[src/rtl/ooo_mem_pkg.sv]
// Shared types and defaults for the instruction-side memory blocks.
// Tags are line addresses (addr[31:5]); lines are 256 bits wide.
package ooo_mem_pkg;

    localparam int LINE_W         = 256;
    localparam int TAG_W          = 27;
    localparam int OFS_W          = 5;
    localparam int STRIDE_W       = 5;
    localparam int DEF_DEPTH      = 4;
    localparam int DEF_MAX_STRIDE = 8;

    typedef enum logic [1:0] {
        ST_IDLE    = 2'd0,
        ST_TRAIN   = 2'd1,
        ST_CONFIRM = 2'd2,
        ST_STEADY  = 2'd3
    } stride_state_e;

    typedef logic [TAG_W-1:0]  tag_t;
    typedef logic [LINE_W-1:0] line_t;

endpackage

[src/rtl/stride_detector.sv]
// Miss-stream stride detector; produces the registered
// next-line prefetch address.
module stride_detector
    import ooo_mem_pkg::*;
#(
    parameter int MAX_STRIDE = DEF_MAX_STRIDE
) (
    input  logic        clk,
    input  logic        rst_n,
    input  logic        flush,
    input  logic        miss_valid,
    input  tag_t        miss_line,
    output logic [31:0] pf_req_addr
);

    localparam logic signed [TAG_W-1:0] MAX_POS = TAG_W'(MAX_STRIDE);
    localparam logic signed [TAG_W-1:0] MAX_NEG = -MAX_POS;

    stride_state_e               state_q, state_d;
    tag_t                        last_line_q, last_line_d;
    logic signed [STRIDE_W-1:0]  stride_q, stride_d;
    tag_t                        pf_q, pf_d;

    logic signed [TAG_W-1:0]     delta;
    logic signed [TAG_W-1:0]     stride_x;
    logic                        in_range;
    tag_t                        step;

    always_comb begin
        delta       = miss_line - last_line_q;
        stride_x    = {{(TAG_W-STRIDE_W){stride_q[STRIDE_W-1]}}, stride_q};
        in_range    = (delta <= MAX_POS) && (delta >= MAX_NEG);
        state_d     = state_q;
        last_line_d = last_line_q;
        stride_d    = stride_q;

        if (flush) begin
            state_d = ST_IDLE;
        end else if (miss_valid && (delta != '0)) begin
            last_line_d = miss_line;
            unique case (state_q)
                ST_IDLE: state_d = ST_TRAIN;
                ST_TRAIN: begin
                    if (in_range) begin
                        stride_d = delta[STRIDE_W-1:0];
                        state_d  = ST_CONFIRM;
                    end
                end
                ST_CONFIRM: begin
                    if (delta == stride_x) begin
                        state_d = ST_STEADY;
                    end else if (in_range) begin
                        stride_d = delta[STRIDE_W-1:0];
                    end else begin
                        state_d = ST_TRAIN;
                    end
                end
                ST_STEADY: begin
                    if (delta != stride_x) begin
                        if (in_range) begin
                            stride_d = delta[STRIDE_W-1:0];
                            state_d  = ST_CONFIRM;
                        end else begin
                            state_d = ST_TRAIN;
                        end
                    end
                end
            endcase
        end

        // Address follows the post-update state so it is valid one edge after the miss.
        if (state_d == ST_STEADY) begin
            step = {{(TAG_W-STRIDE_W){stride_d[STRIDE_W-1]}}, stride_d};
        end else begin
            step = TAG_W'(1);
        end
        pf_d = last_line_d + step;
    end

    always_ff @(posedge clk or negedge rst_n) begin
        if (!rst_n) begin
            state_q     <= ST_IDLE;
            last_line_q <= '0;
            stride_q    <= '0;
            pf_q        <= TAG_W'(1);
        end else begin
            state_q     <= state_d;
            last_line_q <= last_line_d;
            stride_q    <= stride_d;
            pf_q        <= pf_d;
        end
    end

    assign pf_req_addr = {pf_q, {OFS_W{1'b0}}};

endmodule

[src/rtl/iprefetch_buffer.sv]
// Small fully-associative prefetch line buffer with consume-on-hit
// lookup, same-cycle fill bypass and FIFO replacement.
module iprefetch_buffer
    import ooo_mem_pkg::*;
#(
    parameter  int DEPTH      = DEF_DEPTH,
    parameter  int MAX_STRIDE = DEF_MAX_STRIDE,
    localparam int IDX_W      = $clog2(DEPTH),
    localparam int OCC_W      = $clog2(DEPTH) + 1
) (
    input  logic              clk,
    input  logic              rst_n,
    input  logic              miss_valid,
    input  logic [31:0]       miss_addr,
    output logic [31:0]       pf_req_addr,
    input  logic              fill_resp,
    input  logic [31:0]       fill_addr,
    input  logic [LINE_W-1:0] fill_data,
    input  logic              lookup_valid,
    input  logic [31:0]       lookup_addr,
    output logic              lookup_hit,
    output logic [LINE_W-1:0] lookup_data,
    input  logic              flush,
    output logic [OCC_W-1:0]  occupancy
);

    logic [DEPTH-1:0] valid_q, valid_d;
    tag_t             tag_q  [DEPTH];
    line_t            data_q [DEPTH];
    logic [IDX_W-1:0] vptr_q, vptr_d;
    logic [OCC_W-1:0] occ_q, occ_d;

    tag_t             lk_tag, fl_tag;
    logic [DEPTH-1:0] lk_hit, fl_hit, consume;
    logic             bypass, fill_en, any_free, evict;
    logic [IDX_W-1:0] free_idx, fl_idx, alloc_idx;
    line_t            hit_data;
    logic             unused_ofs;

    assign lk_tag     = lookup_addr[31:OFS_W];
    assign fl_tag     = fill_addr[31:OFS_W];
    assign unused_ofs = ^{miss_addr[OFS_W-1:0], fill_addr[OFS_W-1:0],
                          lookup_addr[OFS_W-1:0]};

    always_comb begin
        lk_hit   = '0;
        fl_hit   = '0;
        hit_data = '0;
        free_idx = '0;
        fl_idx   = '0;
        for (int i = DEPTH - 1; i >= 0; i--) begin
            lk_hit[i] = valid_q[i] && (tag_q[i] == lk_tag);
            fl_hit[i] = valid_q[i] && (tag_q[i] == fl_tag);
            if (!valid_q[i]) free_idx = IDX_W'(i);
            if (fl_hit[i])   fl_idx   = IDX_W'(i);
        end
        for (int i = 0; i < DEPTH; i++) begin
            if (lk_hit[i]) hit_data = hit_data | data_q[i];
        end

        bypass     = lookup_valid && fill_resp && (fl_tag == lk_tag);
        lookup_hit = lookup_valid && ((|lk_hit) || bypass);
        if (!lookup_valid) begin
            lookup_data = '0;
        end else if (bypass) begin
            lookup_data = fill_data;
        end else begin
            lookup_data = hit_data;
        end

        consume  = lookup_valid ? lk_hit : '0;
        fill_en  = fill_resp && !bypass && !flush;
        any_free = ~&valid_q;
        evict    = fill_en && !(|fl_hit) && !any_free;

        if (|fl_hit) begin
            alloc_idx = fl_idx;
        end else if (any_free) begin
            alloc_idx = free_idx;
        end else begin
            alloc_idx = vptr_q;
        end

        // Fill applied after consume: a victim that is also being read stays valid.
        valid_d = valid_q & ~consume;
        if (fill_en) valid_d[alloc_idx] = 1'b1;
        vptr_d = evict ? vptr_q + IDX_W'(1) : vptr_q;
        if (flush) begin
            valid_d = '0;
            vptr_d  = '0;
        end

        occ_d = '0;
        for (int i = 0; i < DEPTH; i++) begin
            occ_d = occ_d + OCC_W'(valid_d[i]);
        end
    end

    always_ff @(posedge clk or negedge rst_n) begin
        if (!rst_n) begin
            valid_q <= '0;
            vptr_q  <= '0;
            occ_q   <= '0;
        end else begin
            valid_q <= valid_d;
            vptr_q  <= vptr_d;
            occ_q   <= occ_d;
        end
    end

    always_ff @(posedge clk) begin
        if (fill_en) begin
            tag_q[alloc_idx]  <= fl_tag;
            data_q[alloc_idx] <= fill_data;
        end
    end

    assign occupancy = occ_q;

    stride_detector #(
        .MAX_STRIDE (MAX_STRIDE)
    ) u_stride (
        .clk         (clk),
        .rst_n       (rst_n),
        .flush       (flush),
        .miss_valid  (miss_valid),
        .miss_line   (miss_addr[31:OFS_W]),
        .pf_req_addr (pf_req_addr)
    );

endmodule

[config.mk]
export PLATFORM = sky130hd
export DESIGN_NAME = iprefetch_buffer
export DESIGN_NICKNAME = d
export VERILOG_FILES = /design/src/rtl/ooo_mem_pkg.sv /design/src/rtl/stride_detector.sv /design/src/rtl/iprefetch_buffer.sv
export SDC_FILE = /design/constraint.sdc
export NUM_CORES = 2
export LEC_CHECK = 0
export CAP_MARGIN = 20
export CORE_UTILIZATION = 55
export DETAILED_ROUTE_END_ITERATION = 7
export DONT_BUFFER_PORTS = 1
export PLACE_DENSITY = 0.7
export SYNTH_ARGS = -nofsm -noshare
export SYNTH_HDL_FRONTEND = slang
export SYNTH_SLANG_ARGS = --single-unit
[constraint.sdc]
create_clock -name clk -period 25.8 [get_ports clk]
set_input_delay 5.16 -clock clk [delete_from_list [all_inputs] [get_ports clk]]
set_output_delay 5.16 -clock clk [all_outputs]
set_load 0.02 [all_outputs]
==> results.yml <==
grt:
  antenna_found_initial: 0
  grt_pass1_wl_mm: 188
  grt_pass1_vias: 30200
  overflow: 0
  grt_max_degree: 263
  track_usage_pct: 26.1
setup_path:
  end_kind: "output port"
  slowest_delay_ns: 0.96
  worstSetupPathType: "in2out"
  crit_family: "buffers and inverters"
  crit_slowest_cell: "buf_4"
  cp-start-kind: "primary input"
  path_cells: "xnor2_1 -> nand4_1 -> or4_1 -> nor4_2 -> buf_4 -> buf_4 -> a222oi_1 -> a21oi_1 -> a21oi_1 -> nor2b_1"
  path_buf_inv: 2
  crit_required_ns: 20.64
  crit_path_max_fanout: 80
  worstPathArrival_ns: 9.58
sta:
  drv_slew: 0
  period_needed_ns: 14.74
  timing.fmax_ghz: 0.0678
  period_share_pct: 57.1
  worst_pin_slew_ns: 1.17
  finalSetupViolCount: 0
  fin_tns_setup_ns: 0
  fin_skew_ns: 0.0340
  slew-limit-headroom_pct: 22.3
  rsz0062_at_grt: "false"
  hold_viol_final: 0
logic_synthesis:
  synth_top_area_share_pct: 66.1
  netlist_area_mm2: 0.0514
  synth.top_cells.by_count: "edfxtp_1 (1132), a21oi_1 (566), nor2b_1 (263)"
  synthFlopType: "edfxtp_1"
  synth_edf_count: 1132
  yosysWarnings: 0
  synth.avg_cell_area_um2: 13.9
  syn-instance-count: 3706
  synthArstFlopShare_pct: 5.82
  yosysMostFrequentCell: "edfxtp_1"
  synth_area_leader_cell: "edfxtp_1"
  synth_seq_area_share_pct: 69.5
  synth_seq_cells: 1202
  ys_types: 77
  synthTopCellsByArea: "edfxtp_1 (66%), a21oi_1 (5.5%), a22oi_1 (3.6%), dfrtp_1 (3.4%), nor2b_1 (3.2%)"
final_layout:
  final_core_util_pct: 60.8
  finalNetCount: 4007
  drive_above_1_share_pct: 6.36
  syn2layout_area_growth_pct: 8.89
  fillers: 6971
  diodes: 0
cts:
  cts_root_buffer: "clkbuf_16"
  numCtsBuffers: 116
  postCtsResizedCells: 0
  cts_tree: "yes"
  cts_htree_levels: 3
  clk_path_buf_depth: 3
  ctsHoldBuffers: 0
  cts.sinks: 1202
  insertion_delay_ns: 0.70
  cts_setup_buffers: 0
  clk_pin_slew_ns: 0.06
drt:
  wl_per_cell_um: 25.9
  avgViaCountPerCell: 6.31
  routed_wirelength_mm: 128
  drtAntennaViolNets: 0
  drtIter0Drc: 3332
  via_count: 31200
  drtPass1Iterations: 8
  drc: 5
floorplan:
  ios: 650
  design.core.area_mm2: 0.0921
  die-height_um: 308
  initial_core_util_pct: 55.9
  die_area_mm2: 0.0947
  placementRows: 111
  die_x_um: 308
pwr:
  peakVddDrop_mv: 0.0573
  power.density_mw_per_mm2: 71.7
  p_leak_nw: 17.3
placement:
  routabilityCongestion: 0.904
  io_buffers: 0
  hpwl_mm: 76.4
hold_path:
  min_path_type: "reg2reg"
flow_run:
  drv_cap: 0
status:
  status: "complete, but fails checks"
  failed_checks: "DRC"
==> layout make-up <==
type                    count  area [µm²]  share of cell area (%)
inverters                  46         173                   0.308
clock buffers             148        3120                    5.57
well taps                1243        1560                    2.78
clock inverters            71         503                   0.898
repair buffers             37         365                   0.652
flip-flops and latches   1202       35700                    63.8
multi-input cells        2189       14600                    26.0
==> registers in the layout, summed over array words and instances, names as in the netlist <==
name                  count
data_q                 1024
tag_q                   108
u_stride.last_line_q     27
u_stride.pf_q            27
u_stride.stride_q         5
valid_q                   4
occupancy                 3
u_stride.state_q          2
vptr_q                    2
==> placed cells by master (no fill, tap or decap), drive strengths merged, types with 15 or more instances in the layout <==
master	instances
a21o	28
a21oi	570
a222oi	131
a22oi	250
buf	37
clkbuf	148
clkinv	58
dfrtp	69
edfxtp	1132
ha	54
inv	49
nand2	204
nand2b	15
nand3	17
nand4	54
nor2	39
nor2b	263
nor3	25
nor4	41
o21ai	57
xnor2	172
xor2	116
==> per-layer routing <==
layer	part of all wire (%)	GRT usage (%)	wire, µm
met4	3.5	9.66	4500
met2	48	42.2	61700
met5	0	0	0
met1	38	33.3	48400
met3	10	7.82	13000
==> worst paths after layout <==
check                                               end  cells after the start  slack [ns]                    start
min in group asynchronous             u_stride.pf_q[22]                      0        4.15                    rst_n
worst min register to register  u_stride.last_line_q[0]                      1        0.54  u_stride.last_line_q[0]
max in group asynchronous              u_stride.pf_q[0]                      0       21.43                    rst_n
worst min-delay path            u_stride.last_line_q[0]                      1        0.54  u_stride.last_line_q[0]
worst max register to register        u_stride.pf_q[26]                     30       17.16  u_stride.last_line_q[0]
worst max-delay path                   lookup_data[131]                     10       11.06          lookup_addr[30]
==> per-stage QoR <==
step | area, µm² | setup slack [ns] | std cells | hold slack, ns | power, mW
floorplan | 51500 | 4.28 | 3710 | 0.505 | 2.41
finish | 56000 | 11.06 | 4936 | 0.545 | 4.02
global placement | 52400 | 11.07 | 4717 | 0.521 | 2.44
detailed placement | 52400 | 11.10 | 4717 | 0.531 | 2.44
global route | 56000 | 10.90 | 4936 | 0.552 | 4.13
CTS | 56000 | 11.07 | 4936 | 0.543 | 4.04
==> power breakdown <==
part	internal, mW	leakage (nW)	switching, mW	total (mW)
Combinational	0.0776	4.38	0.118	0.195
Clock	0.903	1.76	0.712	1.61
Sequential	2.18	11.2	0.0225	2.20
==> cell families after synthesis <==
kind of cell    after synthesis  synth area share (%)
buf+inv                     319                  2.37
flops                      1202                  69.5
compound gates             1111                  13.9
fa+ha+maj                    57                  1.43
simple gates                719                  7.66
mux                           9                 0.202
other cells                   1               0.00729
xor+xnor                    288                  4.90
(Power assumes the default switching activity.)
